<file path="src/rtl/uart_rx_pkg.sv">
// Shared constants and types for the UART receive controller and its sampler.
// Edge indices refer to positions within one 8-clock bit period.
package uart_rx_pkg;

    localparam int PRESCALE   = 8;
    localparam int DATA_WIDTH = 8;

    typedef enum logic [2:0] {
        ST_IDLE   = 3'd0,
        ST_START  = 3'd1,
        ST_DATA   = 3'd2,
        ST_PARITY = 3'd3,
        ST_STOP   = 3'd4
    } rx_state_e;

    localparam logic [2:0] SAMPLE_EDGE_A = 3'd3;
    localparam logic [2:0] SAMPLE_EDGE_B = 3'd4;
    localparam logic [2:0] SAMPLE_EDGE_C = 3'd5;
    localparam logic [2:0] CAPTURE_EDGE  = 3'd6;
    localparam logic [2:0] DECIDE_EDGE   = 3'd7;

    localparam logic [3:0] START_BIT      = 4'd0;
    localparam logic [3:0] FIRST_DATA_BIT = 4'd1;
    localparam logic [3:0] LAST_DATA_BIT  = 4'd8;

    function automatic logic majority3(input logic a, input logic b, input logic c);
        return (a & b) | (a & c) | (b & c);
    endfunction

endpackage

</file>
<file path="src/rtl/uart_rx_sampler.sv">
// Three-tap oversample capture with majority vote; the voted bit updates
// on the third sample edge and holds until the next bit's third sample.
module uart_rx_sampler
    import uart_rx_pkg::*;
(
    input  logic       clk,
    input  logic       rst,
    input  logic       RX_IN,
    input  logic [2:0] edge_cnt,
    output logic       sampled_bit
);

    logic s3_q, s3_d;
    logic s4_q, s4_d;
    logic bit_q, bit_d;

    always_comb begin
        s3_d  = s3_q;
        s4_d  = s4_q;
        bit_d = bit_q;
        if (edge_cnt == SAMPLE_EDGE_A) begin
            s3_d = RX_IN;
        end else if (edge_cnt == SAMPLE_EDGE_B) begin
            s4_d = RX_IN;
        end else if (edge_cnt == SAMPLE_EDGE_C) begin
            // Third tap is taken live rather than stored separately.
            bit_d = majority3(s3_q, s4_q, RX_IN);
        end
    end

    always_ff @(posedge clk or negedge rst) begin
        if (!rst) begin
            s3_q  <= 1'b0;
            s4_q  <= 1'b0;
            bit_q <= 1'b0;
        end else begin
            s3_q  <= s3_d;
            s4_q  <= s4_d;
            bit_q <= bit_d;
        end
    end

    assign sampled_bit = bit_q;

endmodule

</file>
<file path="src/rtl/uart_rx_ctrl.sv">
// UART RX control: start detect, edge/bit counters, frame FSM and the
// parity/stop checks against the deserializer's assembled byte.
module uart_rx_ctrl
    import uart_rx_pkg::*;
(
    input  logic                  clk,
    input  logic                  rst,
    input  logic                  RX_IN,
    input  logic                  PAR_EN,
    input  logic                  PAR_TYP,
    input  logic [DATA_WIDTH-1:0] P_DATA,
    output logic [2:0]            edge_cnt,
    output logic [3:0]            bit_cnt,
    output logic                  sampled_bit,
    output logic                  deser_en,
    output logic                  data_valid,
    output logic                  par_err,
    output logic                  stp_err
);

    rx_state_e  state_q, state_d;
    logic [2:0] edge_cnt_q, edge_cnt_d;
    logic [3:0] bit_cnt_q, bit_cnt_d;
    logic       par_en_q, par_en_d;
    logic       par_typ_q, par_typ_d;
    logic       par_err_q, par_err_d;
    logic       stp_err_q, stp_err_d;
    logic       data_valid_q, data_valid_d;
    logic       exp_par;
    logic       decide;

    uart_rx_sampler u_sampler (
        .clk         (clk),
        .rst         (rst),
        .RX_IN       (RX_IN),
        .edge_cnt    (edge_cnt_q),
        .sampled_bit (sampled_bit)
    );

    assign exp_par = par_typ_q ? ~^P_DATA : ^P_DATA;
    assign decide  = (edge_cnt_q == DECIDE_EDGE);

    always_comb begin
        state_d      = state_q;
        edge_cnt_d   = edge_cnt_q;
        bit_cnt_d    = bit_cnt_q;
        par_en_d     = par_en_q;
        par_typ_d    = par_typ_q;
        par_err_d    = par_err_q;
        stp_err_d    = stp_err_q;
        data_valid_d = 1'b0;

        if (state_q == ST_IDLE) begin
            edge_cnt_d = 3'd0;
            bit_cnt_d  = START_BIT;
            if (!RX_IN) begin
                // The detect cycle is edge 0 of the start bit.
                state_d    = ST_START;
                edge_cnt_d = 3'd1;
                par_en_d   = PAR_EN;
                par_typ_d  = PAR_TYP;
                par_err_d  = 1'b0;
                stp_err_d  = 1'b0;
            end
        end else begin
            edge_cnt_d = edge_cnt_q + 3'd1;
            if (decide) begin
                bit_cnt_d = bit_cnt_q + 4'd1;
            end
        end

        if (decide) begin
            case (state_q)
                ST_START: begin
                    if (sampled_bit) begin
                        state_d   = ST_IDLE;
                        bit_cnt_d = START_BIT;
                    end else begin
                        state_d = ST_DATA;
                    end
                end
                ST_DATA: begin
                    if (bit_cnt_q == LAST_DATA_BIT) begin
                        state_d = par_en_q ? ST_PARITY : ST_STOP;
                    end
                end
                ST_PARITY: begin
                    par_err_d = (sampled_bit != exp_par);
                    state_d   = ST_STOP;
                end
                ST_STOP: begin
                    stp_err_d    = ~sampled_bit;
                    data_valid_d = ~par_err_q & sampled_bit;
                    state_d      = ST_IDLE;
                    bit_cnt_d    = START_BIT;
                end
                default: ;
            endcase
        end
    end

    always_ff @(posedge clk or negedge rst) begin
        if (!rst) begin
            state_q      <= ST_IDLE;
            edge_cnt_q   <= 3'd0;
            bit_cnt_q    <= 4'd0;
            par_en_q     <= 1'b0;
            par_typ_q    <= 1'b0;
            par_err_q    <= 1'b0;
            stp_err_q    <= 1'b0;
            data_valid_q <= 1'b0;
        end else begin
            state_q      <= state_d;
            edge_cnt_q   <= edge_cnt_d;
            bit_cnt_q    <= bit_cnt_d;
            par_en_q     <= par_en_d;
            par_typ_q    <= par_typ_d;
            par_err_q    <= par_err_d;
            stp_err_q    <= stp_err_d;
            data_valid_q <= data_valid_d;
        end
    end

    assign edge_cnt   = edge_cnt_q;
    assign bit_cnt    = bit_cnt_q;
    assign deser_en   = (state_q == ST_DATA);
    assign data_valid = data_valid_q;
    assign par_err    = par_err_q;
    assign stp_err    = stp_err_q;

endmodule

</file>
<file path="config.mk">
export PLATFORM = sky130hd
export DESIGN_NAME = uart_rx_ctrl
export DESIGN_NICKNAME = d
export VERILOG_FILES = /design/src/rtl/uart_rx_pkg.sv /design/src/rtl/uart_rx_sampler.sv /design/src/rtl/uart_rx_ctrl.sv
export SDC_FILE = /design/constraint.sdc
export NUM_CORES = 1
export LEC_CHECK = 0
export CAP_MARGIN = 20
export CORE_MARGIN = 2
export CORE_UTILIZATION = 50
export CTS_CLUSTER_DIAMETER = 120
export DETAILED_ROUTE_END_ITERATION = 10
export GPL_TIMING_DRIVEN = 1
export PLACE_DENSITY = 0.81
export SYNTH_ARGS = -nofsm -noshare
export SYNTH_HDL_FRONTEND = slang
export SYNTH_HIERARCHICAL = 1
export SYNTH_SLANG_ARGS = --single-unit
</file>
<file path="constraint.sdc">
create_clock -name clk -period 3.09 [get_ports clk]
set_clock_uncertainty 0.15 [all_clocks]
set_input_delay 0.618 -clock clk [delete_from_list [all_inputs] [get_ports clk]]
set_output_delay 0.618 -clock clk [all_outputs]
set_load 0.02 [all_outputs]
</file>
-- Yosys cells after proc, flatten, opt, wreduce, memory -nomap -nowiden
Cells that the tools add are included.
- flip-flop bits (word level): 18
- input bits: 13
- output and inout bits: 12
- add/subtract/negate cells: 2
- equal/unequal tests: 10
- muxes and demuxes: 25
- bitwise logic cells: 11
- reduce and logical (&&, ||, !) cells: 6
- operators by type and width (kind ; number):
    $mux W3 ; 6
    $mux W4 ; 4
    $eq A3 B3 Y1 const B ; 4
    $mux W1 ; 12
    $pmux W3 S4 ; 1
    $eq A3 B2 Y1 const B ; 3
    $pmux W4 S2 ; 1
    $reduce_xnor A8 Y1 ; 1
    $reduce_xor A8 Y1 ; 1
    $not A1 Y1 ; 5
    $add A4 B1 Y4 const B ; 1
    $and A1 B1 Y1 ; 4
    $eq A4 B4 Y1 const B ; 1
    $reduce_and A2 Y1 ; 2
    $add A3 B1 Y3 const B ; 1
    $eq A3 B1 Y1 const B ; 1
    $logic_not A3 Y1 ; 1
    $reduce_and A3 Y1 ; 1
    $mux W2 ; 1
    $or A1 B1 Y1 ; 2
    $ne A1 B1 Y1 ; 1

-- Depth between registers and ports, before layout
- depth after elaboration: 6
- depth in mapped cells: 7
- mapped depth without buffers: 6

-- Cells and area by module
Netlist, hierarchy kept.
- by module, submodules not included (module ; instances ; cells an instance ; area each (sq um) ; sequential area each (sq um)):
    uart_rx_ctrl ; 1 ; 87 ; 874.6 ; 375.4
    uart_rx_sampler ; 1 ; 10 ; 142.6 ; 75.1

-- Worst setup path after synthesis
OpenSTA, ideal clock, no wires.
- path kind: reg2reg
- start point: register edge_cnt_q[0] (netlist: edge_cnt[0])
- end point: register bit_cnt_q[0] (netlist: bit_cnt[0])
- library setup time: 129 ps
- data arrival time: 1529 ps
- required time: 2811 ps
- path slack: 1282 ps
- cell stages (with the launch flop): 8
- path buffers: 1
- period minus slack after synthesis: 1808 ps
- path through: dfrtp_1 > ha_1 > ha_1 > buf_2 > nand2_1 > a21o_1 > a21oi_1 > nor2_1
- longest elaborated chain between the ends: 6
- RTL lines (item ; RTL line ; source):
    start, declared ; uart_rx_ctrl.sv:22 ; logic [2:0] edge_cnt_q, edge_cnt_d;
    start signal, assigned ; uart_rx_ctrl.sv:114 ; edge_cnt_q <= edge_cnt_d;
    $eq A3 B3 Y1 (*) ; uart_rx_ctrl.sv:41 ; assign decide = (edge_cnt_q == DECIDE_EDGE);
    $mux W4 ; uart_rx_ctrl.sv:67 ; if (decide) begin
    $mux W4 ; uart_rx_ctrl.sv:53 ; if (state_q == ST_IDLE) begin
    $mux W4 ; uart_rx_ctrl.sv:75 ; if (sampled_bit) begin
    $pmux W4 S2 ; uart_rx_ctrl.sv:73 ; case (state_q)
    $mux W4 (*) ; uart_rx_ctrl.sv:72 ; if (decide) begin
    via bit_cnt_d[0] ; uart_rx_ctrl.sv:23 ; logic [3:0] bit_cnt_q, bit_cnt_d;
    end signal, assigned ; uart_rx_ctrl.sv:115 ; bit_cnt_q <= bit_cnt_d;
    end, declared ; uart_rx_ctrl.sv:23 ;
Mark *: on every way through the listed nets, which the timed path passes. The rest lies on a longest branch.
A chain may end at the register's enable or synchronous reset.

-- Final worst setup path
- start point: register state_q[1]
- end point: output port deser_en
- longest elaborated chain between the ends: 1
- RTL lines (item ; RTL line ; source):
    start, declared ; uart_rx_ctrl.sv:21 ; rx_state_e state_q, state_d;
    start signal, assigned ; uart_rx_ctrl.sv:113 ; state_q <= state_d;
    $eq A3 B2 Y1 ; uart_rx_ctrl.sv:126 ; assign deser_en = (state_q == ST_DATA);
    end, declared ; uart_rx_ctrl.sv:15 ; output logic deser_en,
No other way between the ends.

==> results.py <==
metrics = {
    "floorplan": {
        "num_rows": 16,
        "core_region_area_um2": 1940,
        "ios": 25,
        "initial_core_util": 0.524,
        "fp.dieArea_um2": 2410,
        "fp.dieH_um": 49.1,
        "die_width_um": 49.1,
    },
    "clock_tree": {
        "cts-buffers-inserted": 3,
        "cts_setup_buffers": 0,
        "clockBufferDepth": 2,
        "cts.hold.buffers_added": 0,
        "cts_root_buffer": "clkbuf_4",
        "clk_pin_slew_ns": 0.10,
        "ctsHtreeMaxLevel": 1,
        "cts_tree": "built",
        "clkSinkCount": 18,
        "clock_latency_ns": 0.29,
        "cts_resized": 0,
    },
    "place": {
        "port_buffers": 24,
        "place.gp.congestion": 0.744,
        "placed_area_um2": 1250,
    },
    "critical_path": {
        "start_kind": "flip-flop",
        "endpoint_kind": "output port",
        "crit_fanout": 9,
        "required_ns": 2.32,
        "criticalPathCategory": "reg -> out",
        "cp_data_arrival_time_ns": 1.63,
    },
    "timing": {
        "finalSetupViolCount": 0,
        "drv_slew": 0,
        "slew_headroom": 0.465,
        "final.min_clock_period_ns": 2.40,
        "rsz0062_at_grt": "no",
        "max_freq_mhz": 416,
        "worst_slew_pin_slew_ns": 0.800,
        "hold_viol_final": 0,
        "min_period_over_period": 0.778,
        "setup-tns-final_ns": 0,
        "timing.hold.ws_ns": 0.353,
    },
    "synth": {
        "synth_area_um2": 1020,
        "yosys_warnings": 6,
        "syn_nets": 114,
        "synthCells": 97,
        "synthTopCellsByArea": "dfrtp_1, xnor2_1, ha_1",
        "synth_seq_cells": 18,
        "synthDistinctLibCells": 33,
        "yosysTopAreaCell": "dfrtp_1",
        "yosysTopAreaCellShare": 0.443,
        "seq_area_frac_synth": 0.443,
        "synth.avg_cell_area_um2": 10.5,
    },
    "grt": {
        "grt_max_degree": 19,
        "grt_pass1_vias": 741,
        "antenna_found_initial": 0,
        "grt_remaining_overflow": 0,
        "grtUsageTotal": 0.172,
        "grt_pass1_wl_mm": 3.18,
    },
    "pwr": {
        "leakage_uw": 0.000530,
        "irDropWorstVdd_mv": 0.588,
        "power_density_nw_per_um2": 846,
    },
    "route": {
        "vias_per_cell": 5.14,
        "ant_nets": 0,
        "drt_iter0_drc": 6,
        "drtPass1Iterations": 2,
        "routedWlPerCell_um": 12.7,
        "drc": 0,
        "num_vias": 750,
        "wl_mm": 1.86,
    },
    "cells_and_area": {
        "multi_input_area_um2": 508,
        "antenna_cells": 0,
        "syn_to_final_growth_pct": 24.8,
        "fin_area_um2": 1270,
        "layout.nets": 138,
        "seq_area_um2": 450,
        "drive_gt1_frac": 0.0924,
        "fillers": 163,
    },
    "flow_run": {
        "cap_violations": 0,
    },
    "hold_path": {
        "hp-class": "reg -> reg",
    },
    "outcome": {
        "status": "finished, final reports clean",
    },
}
## area by class of cell
class / count / area share
Timing Repair Buffer: 24 / 0.189
Multi-Input combinational cell: 70 / 0.400
Tap cell: 27 / 0.0266
Inverter: 4 / 0.0118
Clock buffer: 3 / 0.0177
Sequential cell: 18 / 0.355
## sequential cells by signal, summed over array words and instances, names as in the netlist
name                   cells
u_sampler/s4_q             1
u_sampler/s3_q             1
data_valid                 1
par_typ_q                  1
par_en_q                   1
stp_err                    1
par_err                    1
edge_cnt                   3
u_sampler/sampled_bit      1
bit_cnt                    4
state_q                    3
## through the flow
| step | util | setup WS (ns) | instances | power [µW] |
|---|---|---|---|---|
| floorplan | - | 1.28 | 97 | 816 |
| global placement | 0.642 | 0.929 | 143 | 941 |
| detailed placement | 0.642 | 0.895 | 143 | 966 |
| CTS | 0.654 | 0.681 | 146 | 1080 |
| global route | 0.654 | 0.592 | 146 | 1160 |
| finish | 0.654 | 0.687 | 146 | 1070 |
## final timing paths
check,end,depth (start not counted),startpoint,slack [ns]
setup / recovery,deser_en,2,state_q[1],0.69
hold / removal,data_valid,1,par_err,0.35
max in group asynchronous,edge_cnt[1],1,rst,1.67
setup reg to reg,bit_cnt[1],6,edge_cnt[0],1.05
min in group asynchronous,bit_cnt[0],1,rst,0.63
hold reg to reg,data_valid,1,par_err,0.35
## cell families after synthesis
logic type | Yosys count | synth area share
buffers and inverters | 9 | 0.0578
adder cells (fa/ha/maj) | 5 | 0.0603
multiplexers | 6 | 0.0627
XOR/XNOR | 11 | 0.108
AO/OA/AOI/OAI | 9 | 0.0566
AND/OR/NAND/NOR | 39 | 0.212
flip-flops | 18 | 0.443
## where the power goes
part	leakage [µW]	internal [µW]	switching, µW
clock	0.0000138	45.4	71.9
sequential	0.000230	324	116
combinational	0.000286	278	239
## worst max-delay path, stage by stage, from the launching register on
cell and delay [ns]:
dfrtp_1 0.50, nor3b_1 0.21, clkdlybuf4s50_1 0.63
## cell usage in the layout, fill, tap and decap left out, drive strengths merged
master / count
a21o: 1
a21oi: 3
and2b: 1
clkbuf: 3
clkdlybuf4s50: 24
dfrtp: 18
ha: 4
inv: 4
maj3: 1
mux2: 3
mux2i: 3
nand2: 11
nand2b: 2
nand3: 2
nand3b: 2
nand4: 2
nor2: 7
nor2b: 2
nor3: 3
nor3b: 3
nor4: 1
nor4bb: 1
o211ai: 1
o21ai: 2
o22ai: 1
o31ai: 1
or2: 1
or3: 1
xnor2: 7
xnor3: 1
xor2: 3
## cell usage after synthesis, drive strengths merged
master,n
dfrtp,18
nand2,11
nor2,7
xnor2,7
buf,5
ha,4
inv,4
a21oi,3
mux2,3
mux2i,3
nor3,3
nor3b,3
xor2,3
nand2b,2
nand3,2
nand3b,2
nand4,2
nor2b,2
o21ai,2
a21o,1
and2b,1
maj3,1
nor4,1
nor4bb,1
o211ai,1
o22ai,1
o31ai,1
or2,1
or3,1
xnor3,1
## layer usage
layer  vias up  track usage  routed length [µm]
met2        12        0.279                 929
met5         -            0                   0
li1        377            -                   -
met1       355        0.214                 813
met3         6       0.0276                  54
met4         0        0.100                  57
Note: power is estimated with default switching activity, not from simulation.
